### config.mk
export PLATFORM = sky130hd
export DESIGN_NAME = gf256_pow_ctrl_flat
export DESIGN_NICKNAME = d
export VERILOG_FILES = /design/src/rtl/gf256_pkg.sv /design/src/rtl/gf256_pow_ctrl_if.sv /design/src/rtl/gf256_mul_core.sv /design/src/rtl/gf256_pow_ctrl.sv /design/src/flat_wrapper.sv
export SDC_FILE = /design/constraint.sdc
export NUM_CORES = 1
export LEC_CHECK = 0
export CAP_MARGIN = 15
export CORE_AREA = 2 2 102 75
export DETAILED_ROUTE_END_ITERATION = 10
export DIE_AREA = 0 0 104 77
export PLACE_DENSITY = 0.68
export SYNTH_ARGS = -nofsm -noshare
export SYNTH_HDL_FRONTEND = slang
export SYNTH_HIERARCHICAL = 1
export SYNTH_SLANG_ARGS = --single-unit
### constraint.sdc
create_clock -name clk -period 3.6 [get_ports clk]
set_clock_uncertainty 0.1 [all_clocks]
set_input_delay 0.36 -clock clk [delete_from_list [all_inputs] [get_ports clk]]
set_output_delay 0.36 -clock clk [all_outputs]
set_load 0.01 [all_outputs]
### src/rtl/gf256_pkg.sv
// GF(2^8) field constants and sequencer state encoding.
// Shared by the exponentiation controller and its multiplier.
package gf256_pkg;

  localparam int GF_M = 8;
  localparam logic [GF_M:0] GF_POLY = 9'h11D;
  localparam logic [GF_M-1:0] GF_ONE = 8'h01;
  localparam logic [GF_M-1:0] GF_INV_EXP = 8'd254;

  typedef enum logic [1:0] {
    IDLE = 2'd0,
    SQR  = 2'd1,
    MUL  = 2'd2
  } state_e;

endpackage

### src/rtl/gf256_pow_ctrl_if.sv
// Request/response bundle of the GF(2^8) power engine.
// Requester drives start/inv/base/exp, engine returns status.
interface gf256_pow_ctrl_if;
  import gf256_pkg::*;

  logic            start;
  logic            inv;
  logic [GF_M-1:0] base;
  logic [GF_M-1:0] exp;
  logic            busy;
  logic            done;
  logic [GF_M-1:0] result;

  modport master (
    output start, inv, base, exp,
    input  busy, done, result
  );

  modport slave (
    input  start, inv, base, exp,
    output busy, done, result
  );

endinterface

### src/rtl/gf256_mul_core.sv
// Combinational polynomial-basis GF(2^8) multiplier.
// Shift-and-add with reduction by the field polynomial.
module gf256_mul_core
  import gf256_pkg::*;
(
  input  logic [GF_M-1:0] a,
  input  logic [GF_M-1:0] b,
  output logic [GF_M-1:0] p
);

  logic [GF_M-1:0] aa;

  always_comb begin
    p  = '0;
    aa = a;
    for (int i = 0; i < GF_M; i++) begin
      if (b[i]) p = p ^ aa;
      aa = {aa[GF_M-2:0], 1'b0}
         ^ (aa[GF_M-1] ? GF_POLY[GF_M-1:0] : '0);
    end
  end

endmodule

### src/rtl/gf256_pow_ctrl.sv
// MSB-first square-and-multiply sequencer for a^e in GF(2^8).
// One shared multiplier; exp=254 gives the field inverse.
module gf256_pow_ctrl
  import gf256_pkg::*;
(
  input  logic              clk,
  input  logic              rst_n,
  gf256_pow_ctrl_if.slave   bus
);

  state_e          state_q, state_d;
  logic [GF_M-1:0] acc_q, acc_d;
  logic [GF_M-1:0] base_q, base_d;
  logic [GF_M-1:0] exp_q, exp_d;
  logic [GF_M-1:0] result_q, result_d;
  logic [2:0]      idx_q, idx_d;
  logic            busy_q, busy_d;
  logic            done_q, done_d;

  logic [GF_M-1:0] mul_b;
  logic [GF_M-1:0] mul_p;

  assign mul_b = (state_q == MUL) ? base_q : acc_q;

  gf256_mul_core u_mul (
    .a (acc_q),
    .b (mul_b),
    .p (mul_p)
  );

  always_comb begin
    state_d  = state_q;
    acc_d    = acc_q;
    base_d   = base_q;
    exp_d    = exp_q;
    result_d = result_q;
    idx_d    = idx_q;
    busy_d   = busy_q;
    done_d   = 1'b0;
    unique case (state_q)
      IDLE: begin
        if (bus.start) begin
          base_d  = bus.base;
          exp_d   = bus.inv ? GF_INV_EXP : bus.exp;
          acc_d   = GF_ONE;
          idx_d   = 3'd7;
          state_d = SQR;
          busy_d  = 1'b1;
        end
      end
      SQR: begin
        acc_d = mul_p;
        if (exp_q[idx_q]) begin
          state_d = MUL;
        end else if (idx_q == 3'd0) begin
          result_d = mul_p;
          done_d   = 1'b1;
          busy_d   = 1'b0;
          state_d  = IDLE;
        end else begin
          idx_d = idx_q - 3'd1;
        end
      end
      MUL: begin
        acc_d = mul_p;
        if (idx_q == 3'd0) begin
          result_d = mul_p;
          done_d   = 1'b1;
          busy_d   = 1'b0;
          state_d  = IDLE;
        end else begin
          idx_d   = idx_q - 3'd1;
          state_d = SQR;
        end
      end
      default: state_d = IDLE;
    endcase
  end

  always_ff @(posedge clk or negedge rst_n) begin
    if (!rst_n) begin
      state_q  <= IDLE;
      acc_q    <= '0;
      base_q   <= '0;
      exp_q    <= '0;
      result_q <= '0;
      idx_q    <= 3'd7;
      busy_q   <= 1'b0;
      done_q   <= 1'b0;
    end else begin
      state_q  <= state_d;
      acc_q    <= acc_d;
      base_q   <= base_d;
      exp_q    <= exp_d;
      result_q <= result_d;
      idx_q    <= idx_d;
      busy_q   <= busy_d;
      done_q   <= done_d;
    end
  end

  assign bus.busy   = busy_q;
  assign bus.done   = done_q;
  assign bus.result = result_q;

endmodule

### src/flat_wrapper.sv
// flat-port wrapper written by rule: the top's interface ports become plain ports
module gf256_pow_ctrl_flat import gf256_pkg::*;
  (clk, rst_n, bus_start, bus_inv, bus_base, bus_exp, bus_busy, bus_done, bus_result);
  gf256_pow_ctrl_if bus_i ();
  input  logic clk;
  input  logic rst_n;
  input wire logic [$bits(bus_i.start)-1:0] bus_start;
  input wire logic [$bits(bus_i.inv)-1:0] bus_inv;
  input wire logic [$bits(bus_i.base)-1:0] bus_base;
  input wire logic [$bits(bus_i.exp)-1:0] bus_exp;
  output wire logic [$bits(bus_i.busy)-1:0] bus_busy;
  output wire logic [$bits(bus_i.done)-1:0] bus_done;
  output wire logic [$bits(bus_i.result)-1:0] bus_result;
  assign bus_i.start = bus_start;
  assign bus_i.inv = bus_inv;
  assign bus_i.base = bus_base;
  assign bus_i.exp = bus_exp;
  assign bus_busy = bus_i.busy;
  assign bus_done = bus_i.done;
  assign bus_result = bus_i.result;
  gf256_pow_ctrl u_core (.clk(clk), .rst_n(rst_n), .bus(bus_i));
endmodule
* Yosys cells after proc, flatten, opt, wreduce, memory -nomap -nowiden
Cells that the tools add are included.
** Storage, ports and cells
- Bits in registers :: 39
- Bits in latches :: 0
- Bits in writable memories :: 0
- ROM bits :: 0
- Input bits :: 20
- Output and inout bits :: 10
- Word-level logic and storage cells :: 80
- Memories :: 0
** Operators by class
- $add $sub $neg :: 1
- $mul :: 0
- Div/mod/pow operators :: 0
- $lt $le $gt $ge :: 1
- Equal/unequal tests :: 5
- Shift-type cells :: 0
- Multiplexer cells :: 40
- Bitwise gates (word level) :: 14
- Reduce and logical (&&, ||, !) cells :: 11
** Operators by type and width (number)
- $mux W8 :: 13
- $xor A8 B5 Y8 :: 7
- $xor A8 B8 Y8 :: 7
- $mux W5 :: 7
- $pmux W8 S2 :: 2
- $mux W3 :: 3
- $pmux W3 S3 :: 1
- $reduce_and A2 Y1 :: 4
- $mux W1 :: 7
- $mux W2 :: 3
- $pmux W2 S3 :: 1
- $lt A3 B4 Y1 const B :: 1
- $ne A2 B2 Y1 const B :: 2
- $reduce_bool A2 Y1 :: 2
- $bmux W1 S3 :: 1
- $logic_not A3 Y1 :: 1
- $ne A3 B1 Y1 const B :: 1
- $pmux W1 S3 :: 1
- $reduce_and A3 Y1 :: 1
- $reduce_bool A3 Y1 :: 1
- $sub A3 B1 Y3 const B :: 1
- $eq A2 B1 Y1 const B :: 1
- $eq A2 B2 Y1 const B :: 1
- $logic_not A2 Y1 :: 1
- 2 further kinds :: 2

* Logic depth before layout (Yosys ltp)
Gate-level depths: netlist (run 1).
- Word-level depth :: 20
- Depth in mapped cells :: 13
- Depth with buffers taken out :: 11

* Cells and area by module
The synthesis (run 1) kept the hierarchy.
** Modules (own cells, without submodules)
- gf256_pow_ctrl :: instances 1, cells each 170, area an instance 1904.3 µm², seq. area each 979.7 µm²
- gf256_mul_core :: instances 1, cells each 165, area an instance 1174.9 µm², seq. area each 0.0 µm²

* Worst setup path after synthesis (run 1)
No wires, ideal clock.
- Path kind :: reg-to-reg
- Start :: reg u_core.state_q[0]
- End :: reg u_core.result_q[2] (netlist: u_core/bus.result[2])
- Setup time :: 0.125 ns
- Data arrival time :: 2.449 ns
- Required time :: 3.375 ns
- Slack :: 0.926 ns
- Stages on the path, launching flop included :: 13
- Buffers on the path :: 2
- Period minus slack after synthesis :: 2.674 ns
- Cells stage by stage :: dfrtp_1 -> inv_1 -> ha_1 -> clkbuf_1 -> mux2_2 -> clkbuf_1 -> inv_1 -> nor2_1 -> xor2_1 -> xor2_1 -> xor2_1 -> xnor2_1 -> mux2_2
** On the way
- Elaborated cells on any way between the ends :: 24
- Those cells by class :: 3 x eq/ne; 12 x mux; 7 x bitwise; 2 x reduce/logical
** RTL lines
- start: declaration :: RTL line gf256_pow_ctrl.sv:11 : state_e state_q, state_d;
- start signal: assignment :: RTL line gf256_pow_ctrl.sv:91 : state_q <= state_d;
- $eq A2 B2 Y1 * :: RTL line gf256_pow_ctrl.sv:23 : assign mul_b = (state_q == MUL) ? base_q : acc_q;
- $mux W8 * :: RTL line gf256_pow_ctrl.sv:23
- net u_core.mul_b[2] :: RTL line gf256_pow_ctrl.sv:20 : logic [GF_M-1:0] mul_b;
- $mux W8 * :: RTL line gf256_mul_core.sv:17 : if (b[i]) p = p ^ aa;
- $xor A8 B8 Y8 :: RTL line gf256_mul_core.sv:17
- $mux W8 * :: RTL line gf256_mul_core.sv:17
- $xor A8 B8 Y8 :: RTL line gf256_mul_core.sv:17
- $mux W8 * :: RTL line gf256_mul_core.sv:17
- (+2 left out)
- $xor A8 B8 Y8 :: RTL line gf256_mul_core.sv:17
- $mux W8 * :: RTL line gf256_mul_core.sv:17
- $xor A8 B8 Y8 :: RTL line gf256_mul_core.sv:17
- $mux W8 * :: RTL line gf256_mul_core.sv:17
- net u_core.mul_p[2] :: RTL line gf256_pow_ctrl.sv:21 : logic [GF_M-1:0] mul_p;
- $mux W8 * :: RTL line gf256_pow_ctrl.sv:55, gf256_pow_ctrl.sv:66
- $mux W8 :: RTL line gf256_pow_ctrl.sv:53 : if (exp_q[idx_q]) begin
- $pmux W8 S2 * :: RTL line gf256_pow_ctrl.sv:40 : unique case (state_q)
- end signal: assignment :: RTL line gf256_pow_ctrl.sv:95 : result_q <= result_d;
- end: declaration :: RTL line gf256_pow_ctrl.sv:15 : logic [GF_M-1:0] result_q, result_d;
Mark *: on every way through the listed nets, which the timed path passes. The rest lies on a longest branch. The select of a mux whose other input is x is not followed.
A chain may end at the register's enable or synchronous reset.

* Worst setup path after layout (run 1)
- Start :: reg u_core.state_q[0]
- End :: reg u_core.result_q[2] (netlist: u_core/bus.result[2])
** On the way
- Elaborated cells on any way between the ends :: 24
- Those cells by class :: 3 x eq/ne; 12 x mux; 7 x bitwise; 2 x reduce/logical
** RTL lines (RTL line)
- $eq A2 B2 Y1 * :: gf256_pow_ctrl.sv:23
- $mux W8 * :: gf256_pow_ctrl.sv:23
- net u_core.mul_b[1] :: gf256_pow_ctrl.sv:20
- $mux W8 * :: gf256_mul_core.sv:17
- $xor A8 B8 Y8 :: gf256_mul_core.sv:17
- $mux W8 * :: gf256_mul_core.sv:17
- $xor A8 B8 Y8 :: gf256_mul_core.sv:17
- $mux W8 * :: gf256_mul_core.sv:17
- (+4 left out)
- $xor A8 B8 Y8 :: gf256_mul_core.sv:17
- $mux W8 * :: gf256_mul_core.sv:17
- $xor A8 B8 Y8 :: gf256_mul_core.sv:17
- $mux W8 * :: gf256_mul_core.sv:17
- net u_core.mul_p[2] :: gf256_pow_ctrl.sv:21
- $mux W8 * :: gf256_pow_ctrl.sv:55, gf256_pow_ctrl.sv:66
- $mux W8 :: gf256_pow_ctrl.sv:53
- $pmux W8 S2 * :: gf256_pow_ctrl.sv:40
Marked as above.

==> flow_summary.toml, run 1 <==
[status]
status = "finished, final reports clean"

[worst_setup_path]
critPathMaxFanout = 10
path_class = "reg2reg"
cp.required_ns = 3.69
crit_path_start_kind = "flip-flop"
reg2reg_depth = 10
reg2reg_slack_ns = 0.70
reg2reg_from = "u_core/state_q[0]$_DFFE_PN0P_"
cp-end-kind = "flip-flop"
reg2reg_to = "u_core/bus.result[2]$_DFFE_PN0P_"
crit_arrival_ns = 2.99

[global_routing]
grt_max_degree = 40
grt_pass1_wl_mm = 11.5
antenna_found_initial = 0
grtUsageTotal_pct = 18.2
grt_pass1_vias = 2156
overflow = 0

[floorplanning]
row_count = 26
dieHeight_um = 77
dieArea_sq_mm = 0.00801
ios = 30
start_util_pct = 43.8
die_w_um = 104
coreArea_sq_mm = 0.00703

[sta]
setup_violations = 0
rsz0062_at_grt = "false"
fmax_mhz = 344
slew_viol_final = 0
finalHoldViolations = 0
post-route-period-util_pct = 80.7
worst_slew_pin_slew_ns = 0.875
tns_ns = 0
slew_headroom_pct = 41.7
min_period_ns = 2.90

[pwr]
p_leak_nw = 1.47
powerDensity_mw_per_mm2 = 1060
peakVddDrop_mv = 0.535

[logic_synthesis]
ys_seq_area_share_pct = 31.8
syn_nets = 361
netlist_instances = 335
synth.area.top_cells = "dfrtp_1 29%, xnor2_1 15%, mux2_2 10%"
synth_top_area_cell = "dfrtp_1"
synth-edff-count = 0
yosys_warnings = 6
synth_cell_type_count = 39
post-synth-top-count-cell = "nand2_1"
syn_area_sq_mm = 0.00308
synth-seq-cells = 39
async_reset_ff_share_pct = 100
synthTopCellsByCount = "81 x nand2_1, 53 x xnor2_1, 36 x dfrtp_1"
ys.flop_type = "dfrtp_1"
yosys.area.top_type_share_pct = 29.3
avgSynthCellArea_sq_um = 9.19

[detailed_routing]
drt.antenna.violating_nets = 0
drtIter0Drc = 165
drc = 0
dr.pass1.iters = 5
wire_per_inst_um = 15.7
wl_mm = 7.11
avgViaCountPerCell = 5.07
via_count = 2295

[clock_tree]
clock-sinks = 39
clkLatencyLatePin_ns = 0.29
clk_pin_slew_ns = 0.08
cts_made_buffers = 5
clockBufferDepth = 2
cts-root-buf = "clkbuf_8"
cts_hold_buffers = 0
cts_resized = 0
cts_tree = "done"
h-tree-depth = 2
cts_setup_buffers = 0

[placement]
placed_area_sq_mm = 0.00341
globalplace.congestion = 0.905
dpl.hpwl_mm = 5.27
port_buffers = 29

[finish]
layout-drive-gt1-share_pct = 15.8
final_area_sq_mm = 0.00354
nFillCells = 668
synthToLayoutAreaGrowth_pct = 15.0
diodes = 0
nets = 380

[min_path]
min_path_type = "in2async"

[job]
maxCapViolations = 0
==> layout make-up <==
cell class	count	area, sq um	share of cell area, %
Timing Repair Buffer	33	315	8.91
Clock buffer	6	72.6	2.05
Tap cell	98	123	3.46
Inverter	9	33.8	0.954
Multi-Input combinational cell	266	1960	55.2
Clock inverter	2	60.1	1.70
Sequential cell	39	980	27.7
==> stage by stage <==
| step | setup WS (ns) | hold slack [ns] | util (%) | std cells | power, mW |
|---|---|---|---|---|---|
| final | 0.696 | 0.0841 | 50.4 | 453 | 3.74 |
| after detailed placement | 0.750 | 0.373 | 48.5 | 445 | 3.28 |
| after floorplan | 0.926 | -0.0356 | - | 335 | 2.77 |
| after global placement | 0.766 | 0.352 | 48.5 | 445 | 3.24 |
| after CTS | 0.701 | 0.120 | 50.4 | 453 | 3.73 |
| after global routing | 0.555 | 0.162 | 50.4 | 453 | 4.01 |
==> state kept, by name, summed over array words and instances, names as in the netlist <==
register,flops
u_core/acc_q,8
u_core/base_q,8
u_core/bus.busy,1
u_core/bus.done,1
u_core/bus.result,8
u_core/exp_q,8
u_core/idx_q,3
u_core/state_q,2
==> kinds of logic (layout without fill, tap and decap cells) <==
logic type / Yosys count / after routing / synth area share (%)
AOI/OAI and AO/OA: 28 / 28 / 7.03
muxes: 34 / 34 / 12.4
and+or+nand+nor: 121 / 121 / 16.8
DFF: 39 / 39 / 31.8
xor gates and xnor gates: 77 / 77 / 24.9
buffers and inverters: 30 / 50 / 4.67
adders and majority gates: 6 / 6 / 2.44
==> critical path, cell delays in order (launching register included) <==
cell     delay [ns]
dfrtp_1        0.42
inv_1          0.10
ha_1           0.45
mux2_2         0.50
mux2i_1        0.17
xnor2_1        0.16
nand2_1        0.06
o21ai_0        0.09
xnor2_1        0.27
xnor2_1        0.17
mux2_2         0.29
==> where the power goes <==
group	total [mW]	switching [mW]	leakage (nW)	internal, mW
Sequential	0.832	0.198	0.483	0.634
Combinational	2.47	1.33	0.924	1.14
Clock	0.439	0.162	0.0654	0.277
==> worst max-delay path by stage <==
stage / to / from / cells after the start
global placement: u_core/bus.result[2]$_DFFE_PN0P_ / u_core/state_q[0]$_DFFE_PN0P_ / 10
global route: u_core/bus.result[2]$_DFFE_PN0P_ / u_core/state_q[0]$_DFFE_PN0P_ / 10
detailed placement: u_core/bus.result[2]$_DFFE_PN0P_ / u_core/state_q[0]$_DFFE_PN0P_ / 10
finish: u_core/bus.result[2]$_DFFE_PN0P_ / u_core/state_q[0]$_DFFE_PN0P_ / 10
CTS: u_core/bus.result[2]$_DFFE_PN0P_ / u_core/state_q[0]$_DFFE_PN0P_ / 10
floorplan: u_core/bus.result[2]$_DFFE_PN0P_ / u_core/state_q[0]$_DFFE_PN0P_ / 12
==> cell usage in the layout (no fill, tap or decap), drive strengths merged <==
cell type,instances
inv,9
nand2,81
nand2b,5
and3,1
o21ai,10
nand3b,1
mux2i,5
buf,5
dfrtp,36
xor2,23
and2b,1
xnor2,53
nand3,9
xnor3,1
clkbuf,6
a2bb2oi,2
nor2,18
ha,6
a22oi,3
bufinv,2
a32o,1
a211oi,1
clkdlybuf4s50,28
a21oi,5
a31oi,5
mux2,29
o22ai,1
dfstp,3
nor3,1
nor2b,3
or2,1
==> routing by layer <==
metal / share of wire [%] / vias to the layer above / wire length (um) / track usage [%]
met5: 0 / - / 0 / 1.30
met4: 0.72 / 0 / 51 / 4.32
met3: 7.7 / 4 / 546 / 5.19
met2: 41 / 88 / 2950 / 25.7
met1: 50 / 1090 / 3570 / 27.1
li1: - / 1113 / - / -
Note: power is estimated with default switching activity, not from simulation.
==> run 2: changes to the inputs <==
--- a/config.mk
+++ b/config.mk
@@ -9,7 +9,7 @@
 export CORE_AREA = 2 2 102 75
 export DETAILED_ROUTE_END_ITERATION = 10
 export DIE_AREA = 0 0 104 77
-export PLACE_DENSITY = 0.68
+export PLACE_DENSITY = 0.71
 export SYNTH_ARGS = -nofsm -noshare
 export SYNTH_HDL_FRONTEND = slang
 export SYNTH_HIERARCHICAL = 1
==> constraint.sdc (replaced) <==
create_clock -name clk -period 2.39 [get_ports clk]
set_clock_uncertainty 0.1 [all_clocks]
set_input_delay 0.239 -clock clk [delete_from_list [all_inputs] [get_ports clk]]
set_output_delay 0.239 -clock clk [all_outputs]
set_load 0.01 [all_outputs]
==> run 2 against run 1 <==
Against the previous run:
- the run now ends with negative setup slack left
- total power up 78%
- worst setup slack worse by 0.78 ns
- global-route usage grew 1.2 points
- maximum frequency rose by 18%
- final cell count rose by 8.4%
- sequential share of layout area down 3.9 points
- critical path type unchanged
- largest cell class unchanged
==> flow_summary.toml, run 2 (synthesized netlist as in run 1, its figures left out) <==
[pwr]
netSwitchingFraction_pct = 43.9
combPwrFrac_pct = 71.7
powerDensity_mw_per_mm2 = 1620
peakVddDrop_mv = 0.565
power.switching_mw = 2.92
p_int_mw = 3.73
seq_power_share_pct = 18.4
pwr-share-clk_pct = 9.9
p_leak_nw = 1.79

[finish]
final_cell_mix = "68 x nand2_1, 42 x xnor2_1, 36 x dfrtp_1"
synthToLayoutAreaGrowth_pct = 33.6
postLayoutCoreUtil_pct = 58.5
nets = 418
final_common_cell = "nand2_1"
diodes = 0
layout-drive-gt1-share_pct = 33.3
final_area_sq_mm = 0.00411
layoutNonFillerInstCount = 491
nFillCells = 600

[detailed_routing]
drc = 0
wire_per_inst_um = 15.8
dr.pass1.iters = 4
wl_mm = 7.75
top_layer_used = "met4"
drtIter0Drc = 133
via_count = 2466
drt.antenna.violating_nets = 0
wl_met3_um = 307
avgViaCountPerCell = 5.02
drt-met1-wl_mm = 3.82
wl_met2_mm = 3.52

[sta]
min_period_ns = 2.47
slew_headroom_pct = 40.5
tns_ns = -0.315
post-route-period-util_pct = 103
fmax_mhz = 405
setup_slack_ns = -0.0808
rsz0062_at_grt = "true"
finalHoldViolations = 0
slew_viol_final = 0
worst_slew_pin_slew_ns = 0.892
setup_violations = 7

[clock_tree]
cts_made_buffers = 5
cts_tree = "done"
clockBufferDepth = 2
clk_pin_slew_ns = 0.08
cts-root-buf = "clkbuf_8"
clock-sinks = 39
h-tree-depth = 2
clkLatencyLatePin_ns = 0.29

[placement]
dpl.hpwl_mm = 5.52
placed_area_sq_mm = 0.00365
dpl.cell_count = 474
globalplace.congestion = 0.973
port_buffers = 29

[worst_setup_path]
cp.required_ns = 2.47
crit_path_start_kind = "flip-flop"
reg2reg_slack_ns = -0.08
critPathMaxFanout = 8
reg2reg_depth = 9
reg2reg_from = "u_core/state_q[0]$_DFFE_PN0P_"
cp-end-kind = "flip-flop"
crit_arrival_ns = 2.55
path_class = "reg2reg"
reg2reg_to = "u_core/bus.result[3]$_DFFE_PN0P_"

[floorplanning]
die_w_um = 104
dieHeight_um = 77
ios = 30
dieArea_sq_mm = 0.00801
coreArea_sq_mm = 0.00703
row_count = 26
start_util_pct = 43.8

[global_routing]
grt_max_degree = 40
grtUsageTotal_pct = 19.3
grt_pass1_vias = 2418
overflow = 0
grt_pass1_wl_mm = 12.4
antenna_found_initial = 0

[job]
maxCapViolations = 0

[min_path]
holdPathStages = 2
worstHoldStart = "u_core/exp_q[2]$_DFFE_PN0P_"
min_path_type = "reg2reg"
whs_endpoint = "u_core/exp_q[2]$_DFFE_PN0P_"

[status]
violations = "negative setup slack"
status = "finished with violations"
## run 2: cell types whose count changed in the layout (fill, tap and decap cells not counted), moves of 3 or more
cell / delta
xnor2_2: +10
xor2_1: -4
nand2_1: -13
mux2_2: -7
mux2_4: +8
inv_2: +3
xor2_2: +3
buf_12: +3
xnor2_1: -11
buf_4: +31
nand2_2: +11
inv_1: -3
## run 2: worst max-delay path by stage
| stage | startpoint | endpoint | slack, ns | cells past startpoint |
|---|---|---|---|---|
| 2_1_floorplan | u_core/state_q[0]$_DFFE_PN0P_ | u_core/bus.result[2]$_DFFE_PN0P_ | -0.02 | 12 |
| 3_3_place_gp | u_core/state_q[0]$_DFFE_PN0P_ | u_core/bus.result[3]$_DFFE_PN0P_ | -0.28 | 8 |
| 3_5_place_dp | u_core/state_q[0]$_DFFE_PN0P_ | u_core/bus.result[3]$_DFFE_PN0P_ | -0.33 | 8 |
| 4_1_cts | u_core/state_q[0]$_DFFE_PN0P_ | u_core/bus.result[3]$_DFFE_PN0P_ | -0.05 | 10 |
| 5_1_grt | u_core/state_q[0]$_DFFE_PN0P_ | u_core/bus.result[2]$_DFFE_PN0P_ | -0.15 | 11 |
| 6_report | u_core/state_q[0]$_DFFE_PN0P_ | u_core/bus.result[3]$_DFFE_PN0P_ | -0.08 | 9 |
## run 2: area by class of cell
cell class	count	area (sq um)	area share (%)
Sequential cell	39	980	23.8
Timing Repair Buffer	70	641	15.6
Clock inverter	3	67.6	1.64
Clock buffer	5	68.8	1.67
Multi-Input combinational cell	267	2200	53.5
Inverter	9	33.8	0.821
Tap cell	98	123	2.98
## run 2: stage by stage
stage	setup slack (ns)	hold slack (ns)	power (mW)
5_1_grt	-0.148	0.404	7.05
6_report	-0.0808	0.383	6.65
4_1_cts	-0.0507	0.388	6.32
2_1_floorplan	-0.0230	-0.157	4.22
3_5_place_dp	-0.328	0.308	5.35
3_3_place_gp	-0.283	0.299	5.26
## run 2: worst max-delay path: stages (launching register included)
cell	delay, ns
dfrtp_1	0.39
inv_2	0.09
ha_4	0.20
buf_6	0.15
mux2_4	0.38
nand2_2	0.11
xnor2_2	0.09
xnor2_2	0.22
xnor3_2	0.34
mux2_4	0.27
## run 2: timing repair
action / in CTS / in global routing
resized for setup: 23 / 30
hold buffers: 1 / 0
cloned: 1 / 0
endpoints found under the hold margin: 27 / 0
endpoints found under the setup margin: 16 / 16
buffers inserted: 4 / 3
pin swaps: 13 / 36
## run 2: power by group through the flow
stage	Clock [mW]	Combinational, mW	Sequential [mW]
floorplan	0	3.09	1.13
global placement	0	4.06	1.20
detailed placement	0	4.14	1.21
CTS	0.674	4.44	1.21
global route	0.704	5.09	1.26
finish	0.659	4.77	1.22
## run 2: metal layers
metal  vias to the layer above  track usage [%]
met1                      1207             27.9
met4                         0             5.27
met2                        64             30.2
met5                         -                0
li1                       1185                -
met3                        10             2.89
